## src/rtl/mips_pkg.sv

```systemverilog
// Shared MIPS pipeline types and constants.
// Used by the fetch stage and its next-PC logic.
package mips_pkg;

    localparam int XLEN   = 32;
    localparam int JIDX_W = 26;

    localparam logic [XLEN-1:0] NOP_INSTR    = 32'h0000_0000;
    localparam logic [XLEN-1:0] RESET_PC_DEF = 32'h0000_0000;

    typedef enum logic [1:0] {
        SEL_SEQ,
        SEL_HOLD,
        SEL_JUMP,
        SEL_BRANCH
    } pc_sel_e;

    typedef struct packed {
        logic [XLEN-1:0] pc;
        logic [XLEN-1:0] pcplus4;
        logic [XLEN-1:0] instr;
        logic            valid;
    } if_id_t;

endpackage

```

## src/rtl/fetch_stage_if.sv

```systemverilog
// Fetch stage bus: hazard/redirect control, imem port, IF/ID outputs.
// master = fetch stage, slave = surrounding pipeline/imem.
interface fetch_stage_if
    import mips_pkg::*;
#(
    parameter int IMEM_AW = 6
);
    logic               stall_i;
    logic               flush_i;
    logic               branch_taken_i;
    logic [XLEN-1:0]    branch_target_i;
    logic               jump_i;
    logic [JIDX_W-1:0]  jump_index_i;
    logic [IMEM_AW-1:0] imem_addr_o;
    logic [XLEN-1:0]    imem_rd_i;
    logic [XLEN-1:0]    pc_o;
    logic [XLEN-1:0]    pcplus4_o;
    logic [XLEN-1:0]    instr_o;
    logic               valid_o;
    logic               misalign_o;
    logic [XLEN-1:0]    fetch_count_o;

    modport master (
        input  stall_i, flush_i,
        input  branch_taken_i, branch_target_i,
        input  jump_i, jump_index_i,
        input  imem_rd_i,
        output imem_addr_o,
        output pc_o, pcplus4_o, instr_o, valid_o,
        output misalign_o, fetch_count_o
    );

    modport slave (
        output stall_i, flush_i,
        output branch_taken_i, branch_target_i,
        output jump_i, jump_index_i,
        output imem_rd_i,
        input  imem_addr_o,
        input  pc_o, pcplus4_o, instr_o, valid_o,
        input  misalign_o, fetch_count_o
    );

endinterface

```

## src/rtl/fetch_stage_pc_next.sv

```systemverilog
// Combinational next-PC select for the fetch stage.
// Branch (older, from EX) beats jump (ID) beats stall beats PC+4.
module pc_next
    import mips_pkg::*;
(
    input  logic [XLEN-1:0]   pc,
    input  logic [XLEN-1:0]   id_pcplus4,
    input  logic              stall,
    input  logic              branch_taken,
    input  logic [XLEN-1:0]   branch_target,
    input  logic              jump,
    input  logic [JIDX_W-1:0] jump_index,
    output logic [XLEN-1:0]   next_pc,
    output logic [XLEN-1:0]   pc_plus4,
    output logic              redirect,
    output logic              misalign
);
    pc_sel_e         sel;
    logic [XLEN-1:0] jump_target;

    assign pc_plus4    = pc + 32'd4;
    assign jump_target = {id_pcplus4[31:28], jump_index, 2'b00};

    // Priority-encode the PC source.
    always_comb begin
        sel = SEL_SEQ;
        priority case (1'b1)
            branch_taken: sel = SEL_BRANCH;
            jump:         sel = SEL_JUMP;
            stall:        sel = SEL_HOLD;
            default:      sel = SEL_SEQ;
        endcase
    end

    // Mux the PC and flag redirects; jump targets are aligned by construction.
    always_comb begin
        next_pc  = pc_plus4;
        redirect = 1'b0;
        misalign = 1'b0;
        unique case (sel)
            SEL_BRANCH: begin
                next_pc  = {branch_target[31:2], 2'b00};
                redirect = 1'b1;
                misalign = |branch_target[1:0];
            end
            SEL_JUMP: begin
                next_pc  = jump_target;
                redirect = 1'b1;
            end
            SEL_HOLD: next_pc = pc;
            default:  next_pc = pc_plus4;
        endcase
    end

endmodule

```

## src/rtl/fetch_stage.sv

```systemverilog
// MIPS instruction-fetch stage: PC, imem addressing, IF/ID register.
// imem is combinational, so each fetch completes in one cycle.
module fetch_stage
    import mips_pkg::*;
#(
    parameter logic [XLEN-1:0] RESET_PC = RESET_PC_DEF,
    parameter int              IMEM_AW  = 6
) (
    input logic           clk,
    input logic           reset,
    fetch_stage_if.master bus
);
    logic [XLEN-1:0] pc;
    logic [XLEN-1:0] pc_nxt;
    logic [XLEN-1:0] pc_plus4;
    logic [XLEN-1:0] fetch_cnt;
    logic            redirect;
    logic            misal_nxt;
    logic            misalign;
    if_id_t          if_id;

    pc_next u_pc_next (
        .pc            (pc),
        .id_pcplus4    (if_id.pcplus4),
        .stall         (bus.stall_i),
        .branch_taken  (bus.branch_taken_i),
        .branch_target (bus.branch_target_i),
        .jump          (bus.jump_i),
        .jump_index    (bus.jump_index_i),
        .next_pc       (pc_nxt),
        .pc_plus4      (pc_plus4),
        .redirect      (redirect),
        .misalign      (misal_nxt)
    );

    assign bus.imem_addr_o   = pc[IMEM_AW+1:2];
    assign bus.pc_o          = if_id.pc;
    assign bus.pcplus4_o     = if_id.pcplus4;
    assign bus.instr_o       = if_id.instr;
    assign bus.valid_o       = if_id.valid;
    assign bus.misalign_o    = misalign;
    assign bus.fetch_count_o = fetch_cnt;

    // PC, IF/ID latch with flush/redirect bubbles, sticky misalign, counter.
    always_ff @(posedge clk) begin
        if (reset) begin
            pc        <= RESET_PC;
            if_id     <= '0;
            fetch_cnt <= '0;
            misalign  <= 1'b0;
        end else begin
            pc <= pc_nxt;
            if (misal_nxt) begin
                misalign <= 1'b1;
            end
            if (bus.flush_i || redirect) begin
                if_id.instr <= NOP_INSTR;
                if_id.valid <= 1'b0;
            end else if (!bus.stall_i) begin
                if_id <= '{
                    pc:      pc,
                    pcplus4: pc_plus4,
                    instr:   bus.imem_rd_i,
                    valid:   1'b1
                };
                fetch_cnt <= fetch_cnt + 32'd1;
            end
        end
    end

endmodule

```

## src/flat_wrapper.sv

```systemverilog
// flat-port wrapper written by rule: the top's interface ports become plain ports
module fetch_stage_flat import mips_pkg::*;
#(
    parameter logic [XLEN-1:0] RESET_PC = RESET_PC_DEF,
    parameter int              IMEM_AW  = 6
)
  (clk, reset, bus_stall_i, bus_flush_i, bus_branch_taken_i, bus_branch_target_i, bus_jump_i, bus_jump_index_i, bus_imem_rd_i, bus_imem_addr_o, bus_pc_o, bus_pcplus4_o, bus_instr_o, bus_valid_o, bus_misalign_o, bus_fetch_count_o);
  fetch_stage_if #(.IMEM_AW(IMEM_AW)) bus_i ();
  input logic clk;
  input logic reset;
  input wire logic [$bits(bus_i.stall_i)-1:0] bus_stall_i;
  input wire logic [$bits(bus_i.flush_i)-1:0] bus_flush_i;
  input wire logic [$bits(bus_i.branch_taken_i)-1:0] bus_branch_taken_i;
  input wire logic [$bits(bus_i.branch_target_i)-1:0] bus_branch_target_i;
  input wire logic [$bits(bus_i.jump_i)-1:0] bus_jump_i;
  input wire logic [$bits(bus_i.jump_index_i)-1:0] bus_jump_index_i;
  input wire logic [$bits(bus_i.imem_rd_i)-1:0] bus_imem_rd_i;
  output wire logic [$bits(bus_i.imem_addr_o)-1:0] bus_imem_addr_o;
  output wire logic [$bits(bus_i.pc_o)-1:0] bus_pc_o;
  output wire logic [$bits(bus_i.pcplus4_o)-1:0] bus_pcplus4_o;
  output wire logic [$bits(bus_i.instr_o)-1:0] bus_instr_o;
  output wire logic [$bits(bus_i.valid_o)-1:0] bus_valid_o;
  output wire logic [$bits(bus_i.misalign_o)-1:0] bus_misalign_o;
  output wire logic [$bits(bus_i.fetch_count_o)-1:0] bus_fetch_count_o;
  assign bus_i.stall_i = bus_stall_i;
  assign bus_i.flush_i = bus_flush_i;
  assign bus_i.branch_taken_i = bus_branch_taken_i;
  assign bus_i.branch_target_i = bus_branch_target_i;
  assign bus_i.jump_i = bus_jump_i;
  assign bus_i.jump_index_i = bus_jump_index_i;
  assign bus_i.imem_rd_i = bus_imem_rd_i;
  assign bus_imem_addr_o = bus_i.imem_addr_o;
  assign bus_pc_o = bus_i.pc_o;
  assign bus_pcplus4_o = bus_i.pcplus4_o;
  assign bus_instr_o = bus_i.instr_o;
  assign bus_valid_o = bus_i.valid_o;
  assign bus_misalign_o = bus_i.misalign_o;
  assign bus_fetch_count_o = bus_i.fetch_count_o;
  fetch_stage #(.RESET_PC(RESET_PC), .IMEM_AW(IMEM_AW)) u_core (.clk(clk), .reset(reset), .bus(bus_i));
endmodule
```

## config.mk

```make
export PLATFORM = sky130hd
export DESIGN_NAME = fetch_stage_flat
export DESIGN_NICKNAME = d
export VERILOG_FILES = /design/src/rtl/mips_pkg.sv /design/src/rtl/fetch_stage_if.sv /design/src/rtl/fetch_stage_pc_next.sv /design/src/rtl/fetch_stage.sv /design/src/flat_wrapper.sv
export SDC_FILE = /design/constraint.sdc
export NUM_CORES = 1
export LEC_CHECK = 0
export BUFFER_PORTS_ARGS = -buffer_cell sky130_fd_sc_hd__buf_2
export CORE_AREA = 4 4 93 160
export DETAILED_ROUTE_END_ITERATION = 10
export DIE_AREA = 0 0 97 164
export GPL_TIMING_DRIVEN = 0
export PLACE_DENSITY = 0.84
export REMOVE_ABC_BUFFERS = 1
export SETUP_SLACK_MARGIN = 0.5
export SLEW_MARGIN = 30
export SYNTH_ARGS = -nofsm -noshare
export SYNTH_HDL_FRONTEND = slang
export SYNTH_SLANG_ARGS = --single-unit
```

## constraint.sdc

```tcl
create_clock -name clk -period 7 [get_ports clk]
set_input_delay 2.1 -clock clk [delete_from_list [all_inputs] [get_ports clk]]
set_output_delay 2.1 -clock clk [all_outputs]
set_load 0.01 [all_outputs]
```

* Word level (Yosys, flattened, before mapping) *
Cells that the tools add are included.

operators by class
  $add $sub $neg = 2
  equality and inequality tests = 3
  mux-type cells = 6
  bitwise gates (word level) = 2
  reduce and logical (&&, ||, !) cells = 5

operators by type and width
  cell                                                              number
  32-bit one-hot mux with 3 select lines                            1
  32-bit by 1-bit adder with 32-bit output (second input constant)  1
  32-bit by 3-bit adder with 32-bit output (second input constant)  1
  2-bit OR reduction                                                3
  2-bit == test (second input constant)                             2
  2-bit 2-to-1 mux                                                  2
  1-bit 2-to-1 mux                                                  3
  2-bit by 1-bit == test with 1-bit output (second input constant)  1
  1-bit NOT                                                         2
  2-bit AND reduction                                               1
  1-bit logical OR                                                  1

storage, ports and cells
  register bits after elaboration = 162
  input bits = 96
  output and inout bits = 136
  logic and storage cells = 25

* Logic depth before layout (Yosys ltp) *
Gate-level depths: netlist (run 1).

  word-level depth = 9
  depth in mapped cells = 8
  depth with buffers taken out = 6

* By module *
Synthesis (run 1) repeated with hierarchy kept, for this count alone.

unflattened totals
  cells, all modules = 950
  area total of the unflattened synthesis = 7624.8 µm²

by module, submodules not included
  module       instances  cells an instance  area an instance (µm²)  sequential area each (µm²)
  fetch_stage  1          656                5860.6                  3243.1
  pc_next      1          294                1764.2                  0.0

* Least setup slack after synthesis (run 1) *
Ideal clock, no wire load.

  path kind = input-to-reg
  from = in bus_stall_i
  to = reg u_core.fetch_cnt[15] (netlist: u_core.bus.fetch_count_o[15])
  setup time = 128 ps
  arrival time = 3628 ps
  data required time = 6872 ps
  setup slack = 3245 ps
  stages on the path = 6
  path buffers = 1
  cell sequence = or4_4 > buf_6 > or3_1 > nor4_1 > xnor2_1 > nor2_1

on the way
  longest elaborated chain between the ends = 9
  elaborated cells on any way between the ends = 11
  classes of those cells = eq/ne (2); mux (4); bitwise (2); reduce/logical (3)

ends and longest elaborated chain
  item                                    RTL line                   RTL
  start, declared                         flat_wrapper.sv:11         input wire logic [$bits(bus_i.stall_i)-1:0] bus_stall_i;
  1-bit 2-to-1 mux                        fetch_stage_pc_next.sv:27  priority case (1'b1)
  2-bit 2-to-1 mux (2 in series)          fetch_stage_pc_next.sv:27
  2-bit == test                           fetch_stage_pc_next.sv:40  unique case (sel)
  2-bit OR reduction (no source line)     n/a
  1-bit 2-to-1 mux                        fetch_stage_pc_next.sv:40
  1-bit logical OR                        fetch_stage.sv:56          if (bus.flush_i || redirect) begin
  1-bit NOT (no source line)              n/a
  2-bit AND reduction (no source line) *  n/a
  end signal, assigned                    fetch_stage.sv:66          fetch_cnt <= fetch_cnt + 32'd1;
  end, declared                           fetch_stage.sv:16          logic [XLEN-1:0] fetch_cnt;

Every way passes the cells marked *; elsewhere a longest branch is shown, timed or not.
A chain may end at the register's enable or synchronous reset.

* Worst setup path after layout (run 1) *
  from = in bus_branch_taken_i
  to = reg u_core.fetch_cnt[27] (netlist: u_core.bus.fetch_count_o[27])

on the way
  longest elaborated chain between the ends = 7
  elaborated cells on any way between the ends = 8
  classes of those cells = eq/ne (2); mux (2); bitwise (1); reduce/logical (3)

ends and longest elaborated chain
  item                                    RTL line                   RTL
  start, declared                         flat_wrapper.sv:13         input wire logic [$bits(bus_i.branch_taken_i)-1:0] bus_branch_taken_i;
  2-bit 2-to-1 mux *                      fetch_stage_pc_next.sv:27
  2-bit == test                           fetch_stage_pc_next.sv:40
  2-bit OR reduction (no source line) *   n/a
  1-bit 2-to-1 mux *                      fetch_stage_pc_next.sv:40
  1-bit logical OR *                      fetch_stage.sv:56
  1-bit NOT (no source line) *            n/a
  2-bit AND reduction (no source line) *  n/a

Marks and branches as above.

==> flow_summary.ini, run 1 <==
[clocking]
cts_tree = yes
root_buffer = clkbuf_16
cts_sinks = 156
hold_buffers = 0
htreeDepth = 4
postCtsSetupBuffers = 0
clock_latency_ns = 0.42
cts-resized-gates = 0
cts_buffers = 17
clkTransAtPathRegs_ns = 0.07
cts_buffer_depth = 2

[global_routing]
grt_pass1_vias = 7242
grt_max_degree = 61
antenna_found_initial = 0
grt_first_pass_wirelength_um = 35300
gr-total-overflow = 0
grt_usage_pct = 27.2

[synthesis]
synth_edf_count = 0
ys_seq_elements = 156
synthFlopType = dfxtp_1
seq_area_frac_synth_pct = 42.7
synthCells = 914
ys_async_sr_fraction_pct = 0
syn-mean-instance-area_sq_um = 8.01
yosys_warnings = 0
synth_area_sq_mm = 0.00732
ys_types = 56

[hold_path]
hold_path.class = reg -> reg
min_path_cells = 2
min_to = u_core.bus.misalign_o$_SDFFE_PP0P_
hp-start = u_core.bus.misalign_o$_SDFFE_PP0P_

[pwr]
p_leak_nw = 3.84
p_per_area_mw_per_mm2 = 228
ir_drop_mv = 0.169
finalPower_mw = 2.07

[place]
pre_cts_ws_ns = 1.82
portBuffers = 227
gp_congestion = 0.836
hpwlAfterDp_um = 16100
placed_cells = 1247

[timing]
slew_viol_final = 0
hold_viol = 0
tightest_slew_ns = 0.790
fin_ws_ns = 2.21
finalCriticalPeriod_ns = 4.79
fin_crit_sh_pct = 68.5
rsz0062_at_grt = false
fmaxAchievable_mhz = 209
fin_skew_ns = 0.0141
slew_headroom_pct = 47.2
setup_viol = 0

[status]
outcome = complete, no violations

[setup_path]
rr_startpoint = u_core.pc[5]$_SDFFE_PP0P_
endpoint_kind = register
max_stage_delay_ns = 0.78
critical_path_class = in -> reg
crit_arrival_ns = 5.13
cp_slowest_cell = or4_4
rrSetupSlack_ns = 4.38
r2r_end = u_core.pc[29]$_SDFFE_PP0P_
critPathBufInv = 2
r2r_cells = 5
crit_path_cell_trace = buf_2 > buf_16 > or4_4 > nor3_2 > nand4_1 > or4_1 > a21oi_1
crit_cells = 7
startpoint_type = input pin
cp.required_ns = 7.34
path_max_fanout = 48
path_delay_family = simple AND/OR/NAND/NOR gates

[route]
wl_per_cell_um = 17.1
drtIter0Drc = 317
firstDrtPassIters = 5
via_per_inst = 5.71
drtAntennaViolNets = 0
finalWirelength_um = 21900
vias = 7303
drc = 0

[final_layout]
nets = 1190
mostFrequentLayoutCells = buf_2 (225), dfxtp_1 (156), nor2_1 (114)
syn_to_final_growth_pct = 24.3
mostFrequentLayoutCell = buf_2
diodes = 0
utilization_pct = 67.3
fin_cells = 1279
layout-drive-gt1-share_pct = 26.1

[floorplanning]
die_x_um = 97
die_h_um = 164
start_util_pct = 54.1
design.portCount = 232
rows = 56
core_area_sq_mm = 0.0135
die_area_sq_mm = 0.0159

[flow_run]
cap_violations = 0
metal layers:
metal	vias to the layer above	GRT usage, %	wire length [um]
li1	3570	-	-
met1	3429	28.4	8040
met2	262	51.8	11800
met3	42	6.46	1440
met4	0	10.9	563
met5	-	0	0
cells by family (layout without fill, tap and decap cells):
logic type | after synthesis | after routing | synth area share, %
buffers and inverters | 100 | 288 | 5.88
AND/OR/NAND/NOR | 384 | 384 | 25.0
flip-flops | 156 | 156 | 42.7
AO/OA/AOI/OAI | 195 | 195 | 16.3
adder cells (fa/ha/maj) | 2 | 2 | 0.342
XOR/XNOR | 37 | 37 | 4.43
other | 1 | 4 | 0.0512
multiplexers | 39 | 39 | 5.33
final cells by class:
class,instances,area [sq um]
Clock buffer,19,453
Clock inverter,13,156
Fill cell,1126,4430
Inverter,16,60.1
Multi-Input combinational cell,661,3790
Sequential cell,156,3120
Tap cell,174,218
Timing Repair Buffer,240,1300
synthesized netlist by cell type (4+ instances only):
| master | instances | area, sq um |
|---|---|---|
| nand2_1 | 113 | 424 |
| and2_1 | 6 | 37.5 |
| a21oi_1 | 88 | 440 |
| nor4_1 | 17 | 106 |
| inv_1 | 15 | 56.3 |
| o21a_1 | 5 | 37.5 |
| buf_2 | 7 | 35.0 |
| and3_1 | 8 | 50.1 |
| a211oi_1 | 29 | 218 |
| or4_1 | 5 | 37.5 |
| nor2_1 | 115 | 432 |
| and4_1 | 10 | 87.6 |
| buf_4 | 10 | 75.1 |
| nor3_1 | 35 | 175 |
| a22oi_1 | 7 | 52.6 |
| buf_1 | 5 | 18.8 |
| o221a_2 | 4 | 45.0 |
| o31ai_1 | 6 | 45.0 |
| o21ai_0 | 35 | 175 |
| xnor2_1 | 21 | 184 |
| xor2_1 | 16 | 140 |
| or3_1 | 16 | 100 |
| clkbuf_1 | 60 | 225 |
| nand2b_1 | 4 | 25.0 |
| mux2i_1 | 39 | 390 |
| nand3_1 | 20 | 100 |
| nand4_1 | 21 | 131 |
| dfxtp_1 | 156 | 3120 |
how the worst max path moves through the flow:
stage,start,endpoint,slack (ns)
2_1_floorplan,bus_jump_i,u_core.bus.pcplus4_o[26]$_SDFFE_PP0P_,-0.41
3_3_place_gp,bus_branch_taken_i,u_core.bus.pcplus4_o[15]$_SDFFE_PP0P_,-3.80
3_5_place_dp,bus_branch_taken_i,u_core.bus.fetch_count_o[27]$_SDFFE_PP0P_,1.82
4_1_cts,bus_branch_taken_i,u_core.bus.fetch_count_o[27]$_SDFFE_PP0P_,2.25
5_1_grt,bus_branch_taken_i,u_core.bus.fetch_count_o[29]$_SDFFE_PP0P_,2.08
6_report,bus_branch_taken_i,u_core.bus.fetch_count_o[27]$_SDFFE_PP0P_,2.21
tightest hold or removal path: stages (launching register included):
cell,delay [ns]
dfxtp_1,0.31
inv_1,0.04
a21oi_1,0.05
power by group:
part           leakage, nW  switching [mW]  internal [mW]  total (mW)
logic                 2.28           0.104         0.0804       0.185
clock network        0.298           0.393          0.554       0.947
registers             1.27          0.0310          0.910       0.941
total                 3.84           0.528           1.54        2.07
metrics by stage:
step	hold WS [ns]	TNS [ns]	instance area [sq um]
after floorplan	0.453	-9.30	6960
after global placement	0.433	-207.28	8310
after detailed placement	0.439	0	8490
after CTS	0.449	0	9100
final	0.446	0	9100
after global routing	0.468	0	9100
sequential cells by signal (all words and copies together), names as in the netlist:
| signal | flops |
|---|---|
| u_core.bus.fetch_count_o | 32 |
| u_core.bus.instr_o | 32 |
| u_core.bus.misalign_o | 1 |
| u_core.bus.pc_o | 30 |
| u_core.bus.pcplus4_o | 30 |
| u_core.bus.valid_o | 1 |
| u_core.pc | 30 |
Note: power is estimated with default switching activity, not from simulation.
==> run 2, diff against run 1 <==
- CORE_AREA: 4 4 93 160 -> 4 4 101 174
- DIE_AREA: 0 0 97 164 -> 0 0 105 178
- PLACE_DENSITY: 0.84 -> 0.75
- clock period: 7 -> 4.05 ns (I/O delays scaled with it)
==> run 2 against run 1 <==
Global-route usage fell by 3.7 points. Critical endpoint unchanged. Critical path type unchanged. Cell count rose by 1.2%. Register-to-register slack lost 2.9 ns. Routed wire length rose by 1.9%.
==> flow_summary.ini, run 2 (synthesized netlist as in run 1, its figures left out) <==
[timing]
slew_headroom_pct = 46.9
slew_viol_final = 0
fin_crit_sh_pct = 82.4
fin_skew_ns = 0.0114
hold_ws_ns = 0.447
tightest_slew_ns = 0.796
tns_ns = 0
hold_viol = 0
rsz0062_at_grt = false
finalCriticalPeriod_ns = 3.34
setup_viol = 0
fmaxAchievable_mhz = 300

[floorplanning]
rows = 61
start_util_pct = 45.7
die_area_sq_mm = 0.0187
core_area_sq_mm = 0.0160
die_x_um = 105
design.portCount = 232
die_h_um = 178

[route]
drc = 0
wl_per_cell_um = 17.2
vias = 7203
finalWirelength_um = 22300
firstDrtPassIters = 5
drtIter0Drc = 400
via_per_inst = 5.57
drtAntennaViolNets = 0

[setup_path]
path_max_fanout = 48
crit_top_cell = buf_4
setup.worst_path.start = bus_stall_i
endpoint_kind = register
max_stage_delay_ns = 0.83
crit_cells = 7
crit_path_cell_trace = buf_4 > or4_4 > nor3_2 > nand4_1 > buf_4 > or4_1 > a21oi_1
cp.required_ns = 4.40
startpoint_type = input pin
critical_path_class = in -> reg
critPathBufInv = 2
cp_slowest_cell = or4_4
rr_startpoint = u_core.pc[6]$_SDFFE_PP0P_
path_delay_family = simple AND/OR/NAND/NOR gates
crit_arrival_ns = 3.68
r2r_cells = 5

[final_layout]
nets = 1190
syn_to_final_growth_pct = 24.0
diodes = 0
layout-drive-gt1-share_pct = 26.1
num-fill-cells = 1573
fin_cells = 1294
mostFrequentLayoutCells = buf_2 (224), dfxtp_1 (156), nor2_1 (114)
mostFrequentLayoutCell = buf_2
utilization_pct = 56.6

[pwr]
finalPower_mw = 3.54
p_per_area_mw_per_mm2 = 390
p_leak_nw = 3.81
ir_drop_mv = 0.251

[clocking]
clkTransAtPathRegs_ns = 0.07
cts_buffers = 17
clock_latency_ns = 0.43
cts_tree = yes
cts_buffer_depth = 2
root_buffer = clkbuf_16
hold_buffers = 0
htreeDepth = 4
cts_sinks = 156

[global_routing]
antenna_found_initial = 0
grt_first_pass_wirelength_um = 35500
grt_usage_pct = 23.5
gr-total-overflow = 0
grt_max_degree = 82
grt_pass1_vias = 7141

[place]
gp_congestion = 0.833
hpwlAfterDp_um = 15700
placed_cells = 1258
portBuffers = 227

[hold_path]
hold_path.class = reg -> reg
hp-start = u_core.bus.misalign_o$_SDFFE_PP0P_
min_path_cells = 2

[status]
outcome = complete, no violations

[flow_run]
cap_violations = 0
## run 2: changes by cell type in the layout (fill, tap and decap cells not counted), sizes merged
cell and delta:
or4 +1, buf -1, clkinvlp +3, clkinv -4
inv +2, bufinv -1
## run 2: worst paths after layout
path,endpoint,slack (ns)
hold / removal,u_core.bus.misalign_o$_SDFFE_PP0P_,0.45
setup / recovery,u_core.bus.fetch_count_o[27]$_SDFFE_PP0P_,0.71
setup reg to reg,u_core.pc[27]$_SDFFE_PP0P_,1.44
hold reg to reg,u_core.bus.misalign_o$_SDFFE_PP0P_,0.45
## run 2: power breakdown
part | switching (mW) | internal [mW]
combinational | 0.180 | 0.135
clock | 0.702 | 0.895
sequential | 0.0535 | 1.57
total | 0.935 | 2.60
## run 2: metal layers
layer | vias to the layer above | wire length (um) | GRT usage, %
met2 | 234 | 11700 | 44.2
met4 | 0 | 452 | 8.43
met3 | 33 | 1340 | 5.00
met5 | - | 0 | 0
li1 | 3567 | - | -
met1 | 3369 | 8730 | 25.7
## run 2: final cells by class
cell class                      count  area (sq um)  share of cell area [%]
Inverter                           16          60.1                   0.662
Sequential cell                   156          3120                    34.4
Tap cell                          189           236                    2.61
Multi-Input combinational cell    662          3810                    42.0
Clock inverter                     13           133                    1.46
Clock buffer                       19           453                    4.99
Timing Repair Buffer              239          1260                    13.9
## run 2: per-stage QoR
step	instance area, sq um	worst slack [ns]
after CTS	9060	0.591
after floorplan	6960	-2.48
after global routing	9070	0.587
after global placement	8330	-5.78
after detailed placement	8450	-0.148
final	9070	0.714
## run 2: worst register-to-register path, cell delays in order, from the launching register on
cell and delay [ns]:
dfxtp_1 0.53, nand4_1 0.48, or4_1 0.75, nor4_1 0.33, o21ai_0 0.14, a211oi_1 0.29
## run 2: timing repair
item                                    CTS  global route
pin swaps                                 2             1
endpoints found under the setup margin   11            10
buffers inserted                          2             1
gates cloned                              1             0
gates resized for setup                   0             1
==> run 3, diff against run 2 <==
- CORE_AREA: 4 4 101 174 -> 4 4 96 166
- DIE_AREA: 0 0 105 178 -> 0 0 100 170
- PLACE_DENSITY: 0.75 -> 0.79
- clock period: 4.05 -> 3.1 ns (I/O delays scaled with it)
==> run 3 against run 2 <==
First-iteration DRC count decreased by 4.3%. Worst hold slack gained 0.0075 ns. Largest cell class unchanged. Via count is 2.6% higher. Sequential power is 31% higher. Largest power group unchanged. Clock-buffer cell count grew 1. Clock power up 26%. Die area decreased by 9.0%. Combinational power increased by 35%.
==> flow_summary.ini, run 3 (synthesized netlist as in run 1, its figures left out) <==
[global_routing]
grt-busiest-layer = met2
grt_pass1_vias = 7171
antenna_found_initial = 0
met3_usage_pct = 5.54
grt_first_pass_wirelength_um = 35700
grt_usage_pct = 26.2
use_met1_pct = 29.8
gr-total-overflow = 0
grt_max_degree = 77
grtUsageMet2_pct = 46.8

[timing]
rsz0062_at_grt = false
slew_headroom_pct = 53.3
tightest_slew_ns = 0.700
setup_viol = 0
fin_skew_ns = 0.0110
hold_viol = 0
hold_ws_ns = 0.455
slew_viol_final = 0
finalCriticalPeriod_ns = 2.56
fmaxAchievable_mhz = 391
fin_crit_sh_pct = 82.4

[floorplanning]
core_area_sq_mm = 0.0147
design.portCount = 232
die_x_um = 100
rows = 59
die_h_um = 170
start_util_pct = 49.8
die_area_sq_mm = 0.0170

[flow_run]
cap_violations = 0

[setup_path]
startpoint_type = input pin
crit_arrival_ns = 2.86
path_max_fanout = 62
endpoint_kind = register
cp.required_ns = 3.41
critical_path_class = in -> reg

[final_layout]
syn_to_final_growth_pct = 25.8
mostFrequentLayoutCell = buf_2
layout-drive-gt1-share_pct = 27.1
nets = 1202
fin_cells = 1300
diodes = 0
num-fill-cells = 1341
utilization_pct = 62.7
mostFrequentLayoutCells = buf_2 (223), dfxtp_1 (156), nor2_1 (114)

[place]
placed_cells = 1253
hpwlAfterDp_um = 15400
gp_congestion = 0.863
portBuffers = 227

[clocking]
cts_buffer_depth = 2
clkTransAtPathRegs_ns = 0.07
cts_buffers = 17
htreeDepth = 4
cts_tree = yes
clock_latency_ns = 0.43
root_buffer = clkbuf_16
cts_sinks = 156

[hold_path]
hold_path.class = reg -> reg

[route]
firstDrtPassIters = 5
drtAntennaViolNets = 0
vias = 7392
drc = 0
wl_per_cell_um = 17.3
via_per_inst = 5.69
drtIter0Drc = 383
finalWirelength_um = 22500

[pwr]
finalPower_mw = 4.56
ir_drop_mv = 0.337
p_leak_nw = 3.89
p_per_area_mw_per_mm2 = 495

[status]
outcome = complete, no violations
## run 3: timing repair
| item | 4_1_cts | 5_1_grt |
|---|---|---|
| pin swaps | 4 | 4 |
| hold endpoints to repair | 0 | 0 |
| gates cloned | 2 | 0 |
| endpoints found under the setup margin | 78 | 26 |
| buffers inserted | 10 | 3 |
| resized for setup | 8 | 9 |
| hold buffers | 0 | 0 |
## run 3: layout make-up
class                   count  area (sq um)  area share [%]
clock buffers              20           457            4.96
clock inverters            12           104            1.13
inverters                  16          60.1           0.652
multi-input cells         663          3850            41.8
flip-flops and latches    156          3120            33.9
well taps                 183           229            2.49
repair buffers            250          1390            15.1
## run 3: power breakdown
group | internal [mW] | total, mW | switching, mW
sequential | 2.05 | 2.13 | 0.0707
clock | 1.09 | 2.01 | 0.920
combinational | 0.187 | 0.425 | 0.238
total | 3.33 | 4.56 | 1.23
## run 3: layer usage
| metal | part of all wire, % | vias to the layer above |
|---|---|---|
| li1 | - | 3597 |
| met1 | 38 | 3471 |
| met2 | 52 | 274 |
| met3 | 6.8 | 50 |
| met4 | 3.1 | 0 |
| met5 | 0 | - |
## run 3: critical path: stages
cell     delay, ns
buf_12        0.16
or4_4         0.64
buf_4         0.18
nor3_1        0.55
nand4_1       0.19
xor2_1        0.16
nor2_1        0.05
## run 3: metrics by stage
step / worst slack (ns) / setup TNS (ns) / area (sq um)
after floorplan: -3.14 / -181.26 / 6960
after global placement: -6.46 / -443.77 / 8330
after detailed placement: -0.782 / -20.79 / 8450
after CTS: 0.504 / 0 / 9150
after global routing: 0.489 / 0 / 9210
final: 0.545 / 0 / 9210
## run 3: final timing paths
path	to	cells past startpoint	slack (ns)	start
setup reg to reg	u_core.pc[20]$_SDFFE_PP0P_	6	0.71	u_core.pc[2]$_SDFFE_PP0P_
setup / recovery	u_core.bus.fetch_count_o[10]$_SDFFE_PP0P_	7	0.54	bus_branch_taken_i
hold reg to reg	u_core.bus.pc_o[7]$_SDFFE_PP0P_	2	0.45	u_core.bus.pc_o[7]$_SDFFE_PP0P_
hold / removal	u_core.bus.pc_o[7]$_SDFFE_PP0P_	2	0.45	u_core.bus.pc_o[7]$_SDFFE_PP0P_
